[src/rtl/wb_rr_arbiter.sv]
// ---------------------------------------------------------------------------
// wb_rr_arbiter
//   Shares one Wishbone slave port among MASTER_COUNT Wishbone masters.
//   Masters are granted in round-robin order, starting after the last master
//   that was served. A grant is held for the master's whole cyc period.
//   ack is returned only to the granted master. Read data is broadcast to
//   every master. A watchdog revokes a grant whose strobe stalls without an
//   ack for TIMEOUT_CYCLES cycles. The revoked master is then locked out
//   until it drops cyc.
//
// Ports
//   clk, rst       clock (rising edge), asynchronous active-high reset
//   m_cyc_i/stb_i/we_i   per-master control, bit i = master i
//   m_dat_i/m_adr_i      per-master write data / address, packed i*W +: W
//   m_ack_o        per-master ack, only the granted bit can be set
//   m_dat_o        slave read data broadcast to all masters
//   s_*_o          muxed request towards the slave
//   s_ack_i/s_dat_i      slave response
//   grant_o        registered one-hot grant, zero while idle
//   timeout_o      one-cycle pulse when the watchdog revokes a grant
// ---------------------------------------------------------------------------
module wb_rr_arbiter #(
  parameter int MASTER_COUNT   = 2,
  parameter int DATA_WIDTH     = 32,
  parameter int ADDR_WIDTH     = 32,
  parameter int TIMEOUT_CYCLES = 256
) (
  input  logic                             clk,
  input  logic                             rst,
  input  logic [MASTER_COUNT-1:0]          m_cyc_i,
  input  logic [MASTER_COUNT-1:0]          m_stb_i,
  input  logic [MASTER_COUNT-1:0]          m_we_i,
  input  logic [MASTER_COUNT*DATA_WIDTH-1:0] m_dat_i,
  input  logic [MASTER_COUNT*ADDR_WIDTH-1:0] m_adr_i,
  output logic [MASTER_COUNT-1:0]          m_ack_o,
  output logic [DATA_WIDTH-1:0]            m_dat_o,
  output logic                             s_cyc_o,
  output logic                             s_stb_o,
  output logic                             s_we_o,
  output logic [DATA_WIDTH-1:0]            s_dat_o,
  output logic [ADDR_WIDTH-1:0]            s_adr_o,
  input  logic                             s_ack_i,
  input  logic [DATA_WIDTH-1:0]            s_dat_i,
  output logic [MASTER_COUNT-1:0]          grant_o,
  output logic                             timeout_o
);

  localparam int PW = (MASTER_COUNT > 1) ? $clog2(MASTER_COUNT) : 1;
  localparam int CW = (TIMEOUT_CYCLES > 0) ? $clog2(TIMEOUT_CYCLES + 1) : 1;
  localparam bit WD_EN = (TIMEOUT_CYCLES > 0);
  // The grant is revoked on the clock edge that ends the last allowed stalled
  // cycle, so the count compared against is one below the limit.
  localparam logic [CW-1:0] WD_LAST   = WD_EN ? CW'(TIMEOUT_CYCLES - 1) : '0;
  localparam logic [PW-1:0] PTR_RESET = PW'(MASTER_COUNT - 1);

  typedef enum logic {IDLE, GRANT} state_t;

  state_t                  state_q;
  logic [MASTER_COUNT-1:0] grant_q;
  logic [MASTER_COUNT-1:0] mask_q;
  logic [PW-1:0]           grantIdx_q;
  logic [PW-1:0]           ptr_q;
  logic [CW-1:0]           wdog_q;
  logic                    timeout_q;

  logic [MASTER_COUNT-1:0] eligible;
  logic [MASTER_COUNT-1:0] grant_d;
  logic [PW-1:0]           grantIdx_d;
  logic                    grantValid_d;
  logic                    stall;

  // Rotating priority search: the first eligible master after the
  // last-served pointer, wrapping modulo MASTER_COUNT.
  always_comb begin
    logic [PW-1:0] cand;
    cand         = '0;
    eligible     = m_cyc_i & ~mask_q;
    grantValid_d = 1'b0;
    grantIdx_d   = '0;
    grant_d      = '0;
    for (int k = 1; k <= MASTER_COUNT; k++) begin
      cand = PW'((int'(ptr_q) + k) % MASTER_COUNT);
      if (!grantValid_d && eligible[cand]) begin
        grantValid_d = 1'b1;
        grantIdx_d   = cand;
      end
    end
    if (grantValid_d) begin
      grant_d[grantIdx_d] = 1'b1;
    end
  end

  // The slave-side request is a plain AND-OR mux on the registered grant.
  // An asynchronous reset therefore drops every s_* and m_ack_o output
  // at once.
  always_comb begin
    s_dat_o = '0;
    s_adr_o = '0;
    for (int i = 0; i < MASTER_COUNT; i++) begin
      s_dat_o = s_dat_o | (m_dat_i[i*DATA_WIDTH +: DATA_WIDTH] & {DATA_WIDTH{grant_q[i]}});
      s_adr_o = s_adr_o | (m_adr_i[i*ADDR_WIDTH +: ADDR_WIDTH] & {ADDR_WIDTH{grant_q[i]}});
    end
  end

  assign s_cyc_o   = |(m_cyc_i & grant_q);
  assign s_stb_o   = |(m_stb_i & grant_q);
  assign s_we_o    = |(m_we_i & grant_q);
  assign m_ack_o   = grant_q & {MASTER_COUNT{s_ack_i}};
  assign m_dat_o   = s_dat_i;
  assign grant_o   = grant_q;
  assign timeout_o = timeout_q;
  assign stall     = s_stb_o & ~s_ack_i;

  // Arbiter FSM. Release has priority over the watchdog, so a master that
  // drops cyc in its last stalled cycle is released normally. A master that
  // is already masked stays masked until it drops cyc.
  always_ff @(posedge clk or posedge rst) begin
    if (rst) begin
      state_q    <= IDLE;
      grant_q    <= '0;
      grantIdx_q <= '0;
      ptr_q      <= PTR_RESET;
      mask_q     <= '0;
      wdog_q     <= '0;
      timeout_q  <= 1'b0;
    end else begin
      timeout_q <= 1'b0;
      mask_q    <= mask_q & m_cyc_i;
      case (state_q)
        IDLE: begin
          wdog_q <= '0;
          if (grantValid_d) begin
            grant_q    <= grant_d;
            grantIdx_q <= grantIdx_d;
            state_q    <= GRANT;
          end
        end
        GRANT: begin
          if (!s_cyc_o) begin
            grant_q <= '0;
            ptr_q   <= grantIdx_q;
            wdog_q  <= '0;
            state_q <= IDLE;
          end else if (WD_EN && stall) begin
            if (wdog_q >= WD_LAST) begin
              timeout_q <= 1'b1;
              grant_q   <= '0;
              ptr_q     <= grantIdx_q;
              mask_q    <= (mask_q & m_cyc_i) | grant_q;
              wdog_q    <= '0;
              state_q   <= IDLE;
            end else begin
              wdog_q <= wdog_q + CW'(1);
            end
          end else if (s_ack_i) begin
            wdog_q <= '0;
          end
        end
        default: begin
          grant_q <= '0;
          state_q <= IDLE;
        end
      endcase
    end
  end

endmodule

[config.mk]
export PLATFORM = sky130hd
export DESIGN_NAME = wb_rr_arbiter
export DESIGN_NICKNAME = d
export VERILOG_FILES = /design/src/rtl/wb_rr_arbiter.sv
export SDC_FILE = /design/constraint.sdc
export NUM_CORES = 1
export LEC_CHECK = 0
export ABC_AREA = 1
export BUFFER_PORTS_ARGS = -buffer_cell sky130_fd_sc_hd__buf_2
export CAP_MARGIN = 10
export CORE_AREA = 4 4 105 107
export DETAILED_ROUTE_END_ITERATION = 12
export DIE_AREA = 0 0 109 111
export PLACE_DENSITY = 0.64
export SYNTH_ARGS = -nofsm -noshare
export SYNTH_HDL_FRONTEND = slang
export SYNTH_SLANG_ARGS = --single-unit
[constraint.sdc]
create_clock -name clk -period 1.7 [get_ports clk]
set_clock_uncertainty 0.2 [all_clocks]
set_input_delay 0 -clock clk [delete_from_list [all_inputs] [get_ports clk]]
set_output_delay 0 -clock clk [all_outputs]
set_load 0.005 [all_outputs]
Word level (Yosys, flattened, before mapping)
Cells that the tools add are included.
{"block": "classes", "n_addsub": 3, "magnitude_cmp": 5, "eq_ne": 6, "muxes": 36, "bitwise": 17, "reduce_logical": 9}
{"cell": "AND 32 bit", "n": 4}
{"cell": "bitwise OR 32 bit", "n": 2}
{"cell": "two-way mux 9 bit", "n": 4}
{"cell": "two-way mux 1 bit", "n": 20}
{"cell": "one-hot mux 9 bit (2 select lines)", "n": 1}
{"cell": "two-way mux 2 bit", "n": 8}
{"cell": "AND 2 bit", "n": 6}
{"cell": "adder 9 x 1 -> 9 bit (second input constant)", "n": 1}
{"cell": ">= comparator 9 x 8 -> 1 bit (second input constant)", "n": 1}
{"cell": "less-than comparator 1 x 2 -> 1 bit (second input constant)", "n": 3}
{"cell": "inequality test 3 x 2 -> 1 bit (second input constant)", "n": 2}
{"cell": "AND reduction 3 bit", "n": 2}
{"cell": "OR reduction 2 bit", "n": 3}
{"cell": "inequality test 2 x 1 -> 1 bit (second input constant)", "n": 2}
{"cell": "inequality test 4 x 3 -> 1 bit (second input constant)", "n": 1}
{"cell": "one-hot mux 2 bit (2 select lines)", "n": 1}
{"cell": "adder 1 bit (second input constant)", "n": 2}
{"cell": "logical AND 1 bit", "n": 2}
{"cell": "inequality test 2 bit (second input constant)", "n": 1}
{"cell": "inverter 1 bit", "n": 2}
{"cell": "inverter 2 bit", "n": 1}
{"cell": "bitwise OR 2 bit", "n": 1}
{"cell": "one-hot mux 1 bit (2 select lines)", "n": 1}
{"cell": "AND reduction 2 bit", "n": 1}
{"cell": "4 further kinds", "n": 4}
{"block": "word_totals", "regBits": 17, "inputBits": 169, "out_inout_bits": 104, "word_cells": 83}

Logic depth before layout (Yosys ltp)
{"block": "depth", "depth_word": 14, "depth_mapped": 11}

Worst setup path before layout
OpenSTA, ideal clock, no wires.
{"block": "synth_path", "kind": "reg-to-reg", "startpoint": "register wdog_q[0]", "endpoint": "register wdog_q[2]", "setup_ns": 0.071, "arrival_time_ns": 1.465, "setup_slack_ns": -0.036, "path_stages_with_launch": 10, "period_less_slack_ns": 1.736, "path_cell_list": "dfrtp_1 > ha_1 > nand3_1 > nor4_1 > ha_1 > nor2_1 > nand3_2 > nand2_1 > inv_2 > nor2_1"}
{"block": "synth_between", "elab_chain_len": 5, "word_cells_on_any_way": 6}
{"item": "from (decl)", "line_no": "63", "rtl": "logic [CW-1:0] wdog_q;"}
{"item": "from (signal assigned)", "line_no": "153", "rtl": "wdog_q <= wdog_q + CW'(1);"}
{"item": "adder 9 x 1 -> 9 bit / >= comparator 9 x 8 -> 1 bit (equally long branches)", "line_no": "153, 145"}
{"item": "two-way mux 9 bit *", "line_no": "145", "rtl": "if (wdog_q >= WD_LAST) begin"}
{"item": "two-way mux 9 bit *", "line_no": "144", "rtl": "end else if (WD_EN && stall) begin"}
{"item": "two-way mux 9 bit *", "line_no": "139", "rtl": "if (!s_cyc_o) begin"}
{"item": "one-hot mux 9 bit (2 select lines) *", "line_no": "129", "rtl": "case (state_q)"}
Every way passes the cells marked *; elsewhere a longest branch is shown, timed or not.
A chain may end at the register's enable or synchronous reset.

Worst setup path in the final report
{"block": "layout_path", "startpoint": "register wdog_q[1]", "endpoint": "register wdog_q[5]"}
The elaborated chain is that of the path after synthesis.

==> metrics.txt <==
Worst Path Max Fanout=5; GR Overflow Total=0; setup TNS=0 ps; critical path class=reg2reg; Post-synth EDFFs=0; Min Clock Period, post-route=between 1500 and 2000 ps; Routability Congestion=around 0.85; power per standard cell area=approximately 1200 mW/mm2; chip width=109 um; Root Buffer=clkbuf_8; Initial Utilization=0.1840; peak supply drop=384.5 uV; flop and latch count out of synthesis=17; hold_ws=between 3 and 4 ps; top-count cell post-synth=a22o_1; via count=~2600; Final period util=0.9908; Slew HR=0.5467; Final ANT Viol Nets=0; R2R Setup Slk=20 ps; clock sink count=17; clk buf depth=2; syn_nets=~420; wire per inst=18.08 um; Worst-Skew Late Latency=about 250 ps; final max-slew violation count=0; IO Count=273; DRT Pass-1 Iters=4; RSZ-0062 raised after global routing=true; Mean Syn Cell Area=around 7.6 um2; Synth Instances=244; Yosys cell types=25; top cell type's share of synthesized area=0.3052; first-pass GRT wire length=approximately 15 mm; number of warning messages in the yosys log=0; max-cap viol count=0; Finished Core Util=0.3253; Reg area=roughly 430 um2; CP endpoint kind=flip-flop; dpl cells=546; multi-input logic area=0.001106 mm2; Initial DRC Count=roughly 190; clock buffer count from CTS=3; critical path arrival=1670 ps; R2R depth=9; sequential-to-total area share from yosys stat=0.2287; Post-synth top cells=a22o_1, nand2_1, buf_4; Reg2Reg Capture Point=wdog_q[5]; asr flop ratio synth=1.000; Non-Filler Instances=~600; Post-DP Area=between 0.002 and 0.003 mm2; Final Cell Area=between 0.003 and 0.004 mm2; PortBufs=208; CTS tree=done; H-tree depth=1; CP Launch Type=flip-flop; P&R area growth vs syn=76.79%; layout cells sized above 1=0.5531; RR Startpoint=wdog_q[1]; Die Y=around 110 um; synth top area cells=a22o_1, dfrtp_1, buf_4; DRC viols=0; gr usage total=0.1582; worst setup path start=wdog_q[1]; Fin. Hold Viols=0; Final HPWL DP=8.309 mm; Critical Path Sink=wdog_q[5]; Rows=37; Static Leak=between 0.0015 and 0.002 uW; Primary FF master, synth=dfrtp_1; largest net degree at the start of global routing=37; Vias/cell=4.421; drt total wl=between 10 and 15 mm; vias in the first global route=~2700; fillers=~1100; cell area after synthesis=0.001866 mm2; CP required=around 1700 ps; HP Class=in2reg; final setup fails=0; status=completed; initial antenna violation count=1; Nets=624; Die Area=between 0.01 and 0.015 mm2; cell taking the most area after synthesis=a22o_1; Core Region=0.01014 mm2; f_max=593.7 MHz; Worst Max-Slew Pin Slew=679.3 ps; clk slew on worst S/H paths=~70 ps
worst min-delay path by stage:
| stage | startpoint | endpoint | cells after the start |
|---|---|---|---|
| 4_1_cts | s_ack_i | state_q | 5 |
| 5_1_grt | s_ack_i | timeout_o | 6 |
| 3_3_place_gp | s_dat_i[18] | m_dat_o[18] | 0 |
| 6_report | s_ack_i | timeout_o | 6 |
| 3_5_place_dp | s_dat_i[18] | m_dat_o[18] | 0 |
| 2_1_floorplan | rst | grantIdx_q | 1 |
where the power goes:
group | leakage [uW] | switching, uW | internal, uW
clock network | 0.0000228 | 133 | 166
registers | 0.000225 | 69.9 | 480
logic | 0.00166 | 1590 | 1360
total | 0.00190 | 1790 | 2010
layout by cell type (no fill, tap or decap), drive strengths merged:
| cell | n |
|---|---|
| clkbuf | 4 |
| o22ai | 2 |
| ha | 2 |
| dlygate4sd3 | 35 |
| nor3 | 1 |
| buf | 218 |
| dfrtp | 16 |
| nor2 | 11 |
| nand3 | 13 |
| inv | 21 |
| a22o | 65 |
| nand4 | 1 |
| dfstp | 1 |
| diode | 1 |
| nand2 | 55 |
| xor2 | 1 |
| nand3b | 1 |
| nor4 | 1 |
| o21ai | 4 |
flip-flops by register name, summed over array words and instances (netlist names):
register / cells
mask_q: 2
wdog_q: 9
grantIdx_q: 1
state_q: 1
grant_o: 2
timeout_o: 1
ptr_q: 1
kinds of logic after synthesis:
group | synth area share
flops | 0.2287
simple gates | 0.2079
xor+xnor | 0.004696
buf+inv | 0.2227
fa+ha+maj | 0.01341
compound gates | 0.3226
through the flow:
step,power [uW],setup slack (ps)
2_1_floorplan,2168,20.81
3_3_place_gp,3394,-10.59
3_5_place_dp,3413,-76.70
4_1_cts,3828,9.020
5_1_grt,4109,-80.57
6_report,3800,15.67
per-layer routing:
metal  wire length [um]  GRT usage  part of all wire
met1               4117     0.1846              0.39
met2               5287     0.2813              0.50
met3               1038    0.04426             0.097
met4                206    0.03704             0.019
met5                  0          0                 0
area by class of cell:
class / instances / area share
antenna: 1 / 0.0007587
clock buffer: 4 / 0.01366
inverter: 21 / 0.02390
multi-input combinational: 157 / 0.3354
sequential: 17 / 0.1301
tap: 136 / 0.05159
timing repair buffer: 253 / 0.4446
worst max-delay path, stage by stage, from the launching register on:
cell	delay [ps]
dfrtp_1	410
ha_4	190
nand3_4	90
nor4_4	40
ha_2	180
nor2_4	190
nand3_4	130
nand2_4	80
inv_2	50
nor2_1	80
timing repair:
| action | CTS | global route |
|---|---|---|
| setup endpoints to repair | 12 | 15 |
| hold buffers | 35 | 0 |
| endpoints found under the hold margin | 53 | 0 |
| setup buffers | 2 | 1 |
| gates resized for setup | 9 | 7 |
| pin swaps | 2 | 2 |
Power figures use the tool's default switching activity.
